$ cat src/rtl/btn_pkg.sv
// Shared constants, helpers and the per-channel event bundle for the button filter bank.
// The timing defaults assume a 100 MHz board clock with a 1 ms sample tick.
package btn_pkg;

    localparam int SAMPLE_DIV_1MS = 100000;
    localparam int STABLE_8MS     = 8;
    localparam int LONG_1S        = 1000;
    localparam int REPEAT_200MS   = 200;

    typedef struct packed {
        logic level;
        logic press;
        logic rel;
        logic long_press;
        logic rpt;
    } btn_evt_t;

    function automatic int clog2(input int value);
        int result;
        int rem;
        result = 0;
        rem    = value - 1;
        while (rem > 0) begin
            result = result + 1;
            rem    = rem >> 1;
        end
        return result;
    endfunction

    // Width able to hold 0..max_val, never narrower than one bit.
    function automatic int cnt_width(input int max_val);
        int w;
        w = clog2(max_val + 1);
        return (w < 1) ? 1 : w;
    endfunction

endpackage

$ cat src/rtl/btn_filter_ch.sv
// One debounced button channel: synchroniser, integrator, edge pulses and hold/repeat logic.
// All state advances on the shared sample tick except the synchroniser and the edge detector.
module btn_filter_ch
    import btn_pkg::*;
#(
    parameter int STABLE_CNT = STABLE_8MS,
    parameter int LONG_CNT   = LONG_1S,
    parameter int REPEAT_CNT = REPEAT_200MS
) (
    input  logic     i_clk,
    input  logic     i_rst,
    input  logic     i_tick,
    input  logic     i_btn,
    input  logic     i_repeat_en,
    output btn_evt_t o_evt
);

    localparam int SW = cnt_width(STABLE_CNT);
    localparam int HW = cnt_width(LONG_CNT);
    localparam int RW = cnt_width(REPEAT_CNT);

    localparam logic [SW-1:0] STABLE_LAST = SW'(STABLE_CNT - 1);
    localparam logic [HW-1:0] HOLD_FULL   = HW'(LONG_CNT);
    localparam logic [HW-1:0] HOLD_LAST   = HW'(LONG_CNT - 1);
    localparam logic [RW-1:0] REP_LAST    = RW'(REPEAT_CNT - 1);

    logic [1:0]    r_sync;
    logic [SW-1:0] r_cnt;
    logic          r_level;
    logic          r_level_d;
    logic [HW-1:0] r_hold;
    logic [RW-1:0] r_rep;
    logic          r_press;
    logic          r_rel;
    logic          r_long;
    logic          r_rpt;

    logic w_s;
    logic w_differ;
    logic w_flip;
    logic w_fall;
    logic w_held_tick;
    logic w_hold_step;
    logic w_rep_step;
    logic w_rep_wrap;

    assign w_s         = r_sync[1];
    assign w_differ    = (w_s != r_level);
    assign w_flip      = i_tick & w_differ & (r_cnt == STABLE_LAST);
    assign w_fall      = w_flip & r_level;
    // The falling tick wins over hold progress so no late long/repeat escapes.
    assign w_held_tick = i_tick & r_level & ~w_fall;
    assign w_hold_step = w_held_tick & (r_hold != HOLD_FULL);
    assign w_rep_step  = w_held_tick & (r_hold == HOLD_FULL);
    assign w_rep_wrap  = w_rep_step & (r_rep == REP_LAST);

    always_ff @(posedge i_clk or posedge i_rst) begin
        if (i_rst) begin
            r_sync <= 2'b00;
        end else begin
            r_sync <= {r_sync[0], i_btn};
        end
    end

    always_ff @(posedge i_clk or posedge i_rst) begin
        if (i_rst) begin
            r_cnt   <= '0;
            r_level <= 1'b0;
        end else if (i_tick) begin
            if (!w_differ) begin
                r_cnt <= '0;
            end else if (r_cnt == STABLE_LAST) begin
                r_level <= w_s;
                r_cnt   <= '0;
            end else begin
                r_cnt <= r_cnt + SW'(1);
            end
        end
    end

    always_ff @(posedge i_clk or posedge i_rst) begin
        if (i_rst) begin
            r_level_d <= 1'b0;
            r_press   <= 1'b0;
            r_rel     <= 1'b0;
        end else begin
            r_level_d <= r_level;
            r_press   <= r_level & ~r_level_d;
            r_rel     <= ~r_level & r_level_d;
        end
    end

    // Counters idle at zero while released, so a new press starts fresh.
    always_ff @(posedge i_clk or posedge i_rst) begin
        if (i_rst) begin
            r_hold <= '0;
            r_rep  <= '0;
        end else if (!r_level || w_fall) begin
            r_hold <= '0;
            r_rep  <= '0;
        end else begin
            if (w_hold_step) begin
                r_hold <= r_hold + HW'(1);
            end
            if (w_rep_step) begin
                r_rep <= w_rep_wrap ? '0 : r_rep + RW'(1);
            end
        end
    end

    always_ff @(posedge i_clk or posedge i_rst) begin
        if (i_rst) begin
            r_long <= 1'b0;
            r_rpt  <= 1'b0;
        end else begin
            r_long <= w_hold_step & (r_hold == HOLD_LAST);
            r_rpt  <= w_rep_wrap & i_repeat_en;
        end
    end

    assign o_evt.level      = r_level;
    assign o_evt.press      = r_press;
    assign o_evt.rel        = r_rel;
    assign o_evt.long_press = r_long;
    assign o_evt.rpt        = r_rpt;

endmodule

$ cat src/rtl/btn_filter_bank.sv
// Bank of N_CH independent button filters sharing one sample-tick prescaler.
// Each output bit belongs to the channel of the same index.
module btn_filter_bank
    import btn_pkg::*;
#(
    parameter int N_CH       = 4,
    parameter int SAMPLE_DIV = SAMPLE_DIV_1MS,
    parameter int STABLE_CNT = STABLE_8MS,
    parameter int LONG_CNT   = 100,
    parameter int REPEAT_CNT = 20
) (
    input  logic            i_clk,
    input  logic            i_rst,
    input  logic [N_CH-1:0] i_btn_in,
    input  logic [N_CH-1:0] i_repeat_en,
    output logic [N_CH-1:0] o_level,
    output logic [N_CH-1:0] o_press,
    output logic [N_CH-1:0] o_release,
    output logic [N_CH-1:0] o_long_press,
    output logic [N_CH-1:0] o_rpt
);

    localparam int            DW       = cnt_width(SAMPLE_DIV);
    localparam logic [DW-1:0] DIV_LAST = DW'(SAMPLE_DIV - 1);

    logic [DW-1:0] r_div;
    logic          w_tick;

    assign w_tick = (r_div == DIV_LAST);

    always_ff @(posedge i_clk or posedge i_rst) begin
        if (i_rst) begin
            r_div <= '0;
        end else if (w_tick) begin
            r_div <= '0;
        end else begin
            r_div <= r_div + DW'(1);
        end
    end

    for (genvar g = 0; g < N_CH; g++) begin : g_ch
        btn_evt_t w_evt;

        btn_filter_ch #(
            .STABLE_CNT (STABLE_CNT),
            .LONG_CNT   (LONG_CNT),
            .REPEAT_CNT (REPEAT_CNT)
        ) u_ch (
            .i_clk       (i_clk),
            .i_rst       (i_rst),
            .i_tick      (w_tick),
            .i_btn       (i_btn_in[g]),
            .i_repeat_en (i_repeat_en[g]),
            .o_evt       (w_evt)
        );

        assign o_level[g]      = w_evt.level;
        assign o_press[g]      = w_evt.press;
        assign o_release[g]    = w_evt.rel;
        assign o_long_press[g] = w_evt.long_press;
        assign o_rpt[g]        = w_evt.rpt;
    end

endmodule

$ cat config.mk
export PLATFORM = sky130hd
export DESIGN_NAME = btn_filter_bank
export DESIGN_NICKNAME = d
export VERILOG_FILES = /design/src/rtl/btn_pkg.sv /design/src/rtl/btn_filter_ch.sv /design/src/rtl/btn_filter_bank.sv
export SDC_FILE = /design/constraint.sdc
export NUM_CORES = 1
export LEC_CHECK = 0
export ABC_CLOCK_PERIOD_IN_PS = 4700
export CORE_UTILIZATION = 60
export CTS_BUF_LIST = sky130_fd_sc_hd__clkbuf_2
export CTS_CLUSTER_SIZE = 8
export DETAILED_ROUTE_END_ITERATION = 12
export PLACE_DENSITY = 0.78
export SLEW_MARGIN = 15
export SYNTH_ARGS = -nofsm -noshare
export SYNTH_HDL_FRONTEND = slang
export SYNTH_SLANG_ARGS = --single-unit
$ cat constraint.sdc
create_clock -name i_clk -period 4.7 [get_ports i_clk]
set_input_delay 1.41 -clock i_clk [delete_from_list [all_inputs] [get_ports i_clk]]
set_output_delay 1.41 -clock i_clk [all_outputs]
set_load 0.03 [all_outputs]
==> impl_results.md <==
* Hold buffer count at cts at 0
* Outcome: finished, final reports clean
* Library cell contributing the largest single delay on the critical path: sky130_fd_sc_hd__clkdlybuf4s50_1
* Die Footprint at 9901 um^2
* Critical Path Max Stage Delay at between 0.7 and 0.8 ns
* Initial core utilization at between 60% and 70%
* FF-to-FF End: g_ch[1].u_ch.r_long$_DFF_PP0_
* Flop-to-flop setup slack at ~1.7 ns
* Top library cells by usage in the layout, fill and taps aside: sky130_fd_sc_hd__dfrtp_1, sky130_fd_sc_hd__nand2_1, sky130_fd_sc_hd__o21ai_0
* TritonCTS clock tree: yes
* CTS H-tree depth at 4
* Part of the cycle the worst path needs at 73.12%
* Clock slew at the register clock pins of the worst setup and hold paths at ~0.2 ns
* Normalized max-slew margin at between 40% and 50%
* Die extent in y at ~100 um
* Area growth, synth to finish at 9.607%
* Max-cap check violation count at 0
* Fraction of the yosys area taken by sequential cells at 49.57%
* Unrepaired setup endpoints after global routing: false
* Count of pins on the block boundary at 30
* Crit end category: primary output
* Number of synthesis warnings at 0
* # setup viols final at 0
* Via count of the first global-routing pass at ~4000
* Critical Setup Path Class: reg2out
* Final period demand of the worst path at 3.437 ns
* Total track usage at between 20% and 30%
* Register-to-Register Path Depth at 6
* Library cell used as clock root buffer: sky130_fd_sc_hd__clkbuf_2
* Total of buffers placed on input and output ports at 29
* Endpoint of the most critical setup path: o_level[3]
* Most common cell after layout, fill and taps aside: sky130_fd_sc_hd__dfrtp_1
* Via-per-instance ratio at 5.988
* Prevailing post-synth register cell: sky130_fd_sc_hd__dfrtp_1
* Mapped Cells at around 560
* Wire length of the first global-routing pass at around 19 mm
* Mean instance size in the synthesized netlist at roughly 10 um^2
* Buffer levels on the longest clock path at 2
* Top cell type's share of synthesized area at about half
* Total CTS buffers at 17
* Arrival time of the worst setup path at just over 2 ns
* Top cell type by total area after synthesis: sky130_fd_sc_hd__dfrtp_1
* Nets in the synthesized netlist at 591
* Post-layout instance count excluding filler cells at around 730
* Sum of overflow across all layers after global routing at 0
* Number of hold violations in the final report at 0
* Placeable core region at 9240 um^2
* PD cells at 270.4 nW/um^2
* Via count at approximately 4300
* Maximum net fanout on the critical path at 15
* Setup Slack @ Placement at around 1.8 ns
* Async S/R FF share, synth at between 90% and 100%
* Required time of the critical path at between 3 and 4 ns
* Cells resized by post-CTS repair at 0
* Number of buffers inserted by post-CTS setup repair at 0
* Worst hold path class: reg2reg
* Largest cells by area after synthesis: sky130_fd_sc_hd__dfrtp_1, sky130_fd_sc_hd__ha_1, sky130_fd_sc_hd__o21ai_0, sky130_fd_sc_hd__nand3_1, sky130_fd_sc_hd__nand2_1
* Final max-slew violation count at 0
* DR DRC count at 0
* Post-synthesis sequential element count at 113
* Share of post-route cells with drive strength above 1 at 8.235%
* Fmax at about 0.29 GHz
* Largest net degree at the start of global routing at between 50 and 60
* Logic depth of the worst setup path including buffers at 1
* Synth Cell Area at between 5000 and 6000 um^2
* Final Worst Setup Slack at roughly 1.3 ns
* Total Nets Final at a little over 600
* Crit path max-delay family: buffers and inverters
* Sort of element at the start of the critical path: register
* Worst clock skew at between 0.03 and 0.04 ns
* Die extent in x at roughly 100 um
* Max VDD drop at about 0.00025 V
* Placed wire-length estimate at just over 7 mm
* Leakage component of the power at 2.639 nW
* Slew of the pin with the lowest slew margin at between 0.8 and 0.9 ns
* Insertion delay to the later sink of the worst-skew pair at about 0.64 ns
* Critical register-to-register path startpoint: r_div[0]$_DFF_PP0_
* Total Wirelength at approximately 11 mm
* Buffers and inverters on the worst path at 1
* Instance count after placement with tap cells included at approximately 700
* Number of synthesized flops with an enable pin at 0
* Antenna violations before repair at 1
* Clk sink count at 113
* Chain of cells forming the critical path: clkdlybuf4s50_1
* Detailed-router iteration count before antenna repair at 5
* Worst hold path depth at 0
* Remaining antenna violation count after routing at 0
* Netlist cell types at 57
* Summed negative setup slack over all endpoints at 0 ns
* Weighted congestion reported at the end of routability-driven placement at between 0.8 and 0.9
* Startpoint of the worst setup timing path: g_ch[3].u_ch.r_level$_DFFE_PP0P_
* Detailed Route Iter0 Violations at about 260
* Final routed wire length divided by cell count at about 15 um
* Standard-cell row count at 35
## how the worst min path moves through the flow
stage / end / start
5_1_grt: g_ch[2].u_ch.r_sync[1]$_DFF_PP0_ / g_ch[2].u_ch.r_sync[0]$_DFF_PP0_
4_1_cts: g_ch[2].u_ch.r_sync[1]$_DFF_PP0_ / g_ch[2].u_ch.r_sync[0]$_DFF_PP0_
3_5_place_dp: g_ch[2].u_ch.r_sync[1]$_DFF_PP0_ / g_ch[2].u_ch.r_sync[0]$_DFF_PP0_
2_1_floorplan: g_ch[0].u_ch.r_sync[1]$_DFF_PP0_ / g_ch[0].u_ch.r_sync[0]$_DFF_PP0_
3_3_place_gp: g_ch[0].u_ch.r_sync[1]$_DFF_PP0_ / g_ch[0].u_ch.r_sync[0]$_DFF_PP0_
6_report: g_ch[2].u_ch.r_sync[1]$_DFF_PP0_ / g_ch[2].u_ch.r_sync[0]$_DFF_PP0_
## state kept, by name, summed over array words and instances, names as in the netlist
signal               count
g_ch.u_ch.r_cnt         16
g_ch.u_ch.r_hold        28
g_ch.u_ch.r_level        4
g_ch.u_ch.r_level_d      4
g_ch.u_ch.r_long         4
g_ch.u_ch.r_press        4
g_ch.u_ch.r_rel          4
g_ch.u_ch.r_rep         20
g_ch.u_ch.r_rpt          4
g_ch.u_ch.r_sync         8
r_div                   17
## routing by layer
metal / wire, um / part of all wire (%) / global-route usage, %
met5: 0 / 0 / 0
met4: 155 / 1.5 / 7.579
met3: 447 / 4.2 / 6.746
met2: 5188 / 49 / 38.78
met1: 4764 / 45 / 30.72
## layout make-up
| cell class | instances | area, um^2 |
|---|---|---|
| repair buffers | 34 | 340.3 |
| clock inverters | 15 | 173.9 |
| multi-input cells | 393 | 2572 |
| flip-flops and latches | 113 | 2828 |
| well taps | 129 | 161.4 |
| inverters | 23 | 88.84 |
| clock buffers | 17 | 85.08 |
| fillers | 721 | 2988 |
| diodes | 1 | 2.502 |
## logic make-up (layout without fill, tap and decap cells)
logic type / Yosys count / after routing / synth area share [%]
flip-flops: 113 / 113 / 49.57
AO/OA/AOI/OAI: 127 / 127 / 14.67
XOR/XNOR: 22 / 22 / 3.378
adder cells (fa/ha/maj): 17 / 17 / 3.729
multiplexers: 7 / 7 / 1.338
other: 0 / 1 / 0
AND/OR/NAND/NOR: 220 / 220 / 21.98
buffers and inverters: 58 / 89 / 5.330
## stage by stage
| step | util [%] | total power [W] | instance area, um^2 | hold WS [ns] |
|---|---|---|---|---|
| floorplan | - | 0.001015 | 5704 | 0.3312 |
| global placement | 64.83 | 0.001031 | 5991 | 0.3340 |
| detailed placement | 64.83 | 0.001032 | 5991 | 0.3411 |
| CTS | 67.64 | 0.001712 | 6250 | 0.3682 |
| global route | 67.66 | 0.001754 | 6252 | 0.3636 |
| finish | 67.66 | 0.001690 | 6252 | 0.3707 |
## power by group
part           switching (W)  internal (W)
combinational      0.0000223     0.0000106
sequential        0.00000321      0.000977
clock               0.000416      0.000262
total               0.000442       0.00125
## synth_stat cells, types with 5 or more instances
library cell	n
sky130_fd_sc_hd__nand3b_1	8
sky130_fd_sc_hd__ha_1	17
sky130_fd_sc_hd__a31oi_1	6
sky130_fd_sc_hd__o211ai_1	6
sky130_fd_sc_hd__a221o_1	5
sky130_fd_sc_hd__clkbuf_1	10
sky130_fd_sc_hd__inv_1	22
sky130_fd_sc_hd__nand3_1	40
sky130_fd_sc_hd__nor2b_1	14
sky130_fd_sc_hd__a22o_1	15
sky130_fd_sc_hd__nand4bb_1	5
sky130_fd_sc_hd__nor2_1	28
sky130_fd_sc_hd__nor4bb_1	7
sky130_fd_sc_hd__dfrtp_1	113
sky130_fd_sc_hd__xnor2_1	15
sky130_fd_sc_hd__or4_1	5
sky130_fd_sc_hd__and3_1	6
sky130_fd_sc_hd__o21ai_0	42
sky130_fd_sc_hd__nand4_1	8
sky130_fd_sc_hd__nand2_1	45
sky130_fd_sc_hd__nor3_1	12
sky130_fd_sc_hd__mux2_2	5
sky130_fd_sc_hd__nand2b_1	6
sky130_fd_sc_hd__nor4_1	13
sky130_fd_sc_hd__a21o_1	6
sky130_fd_sc_hd__xor2_1	7
sky130_fd_sc_hd__a21oi_1	18
sky130_fd_sc_hd__buf_4	20
Note: power is estimated with default switching activity, not from simulation.
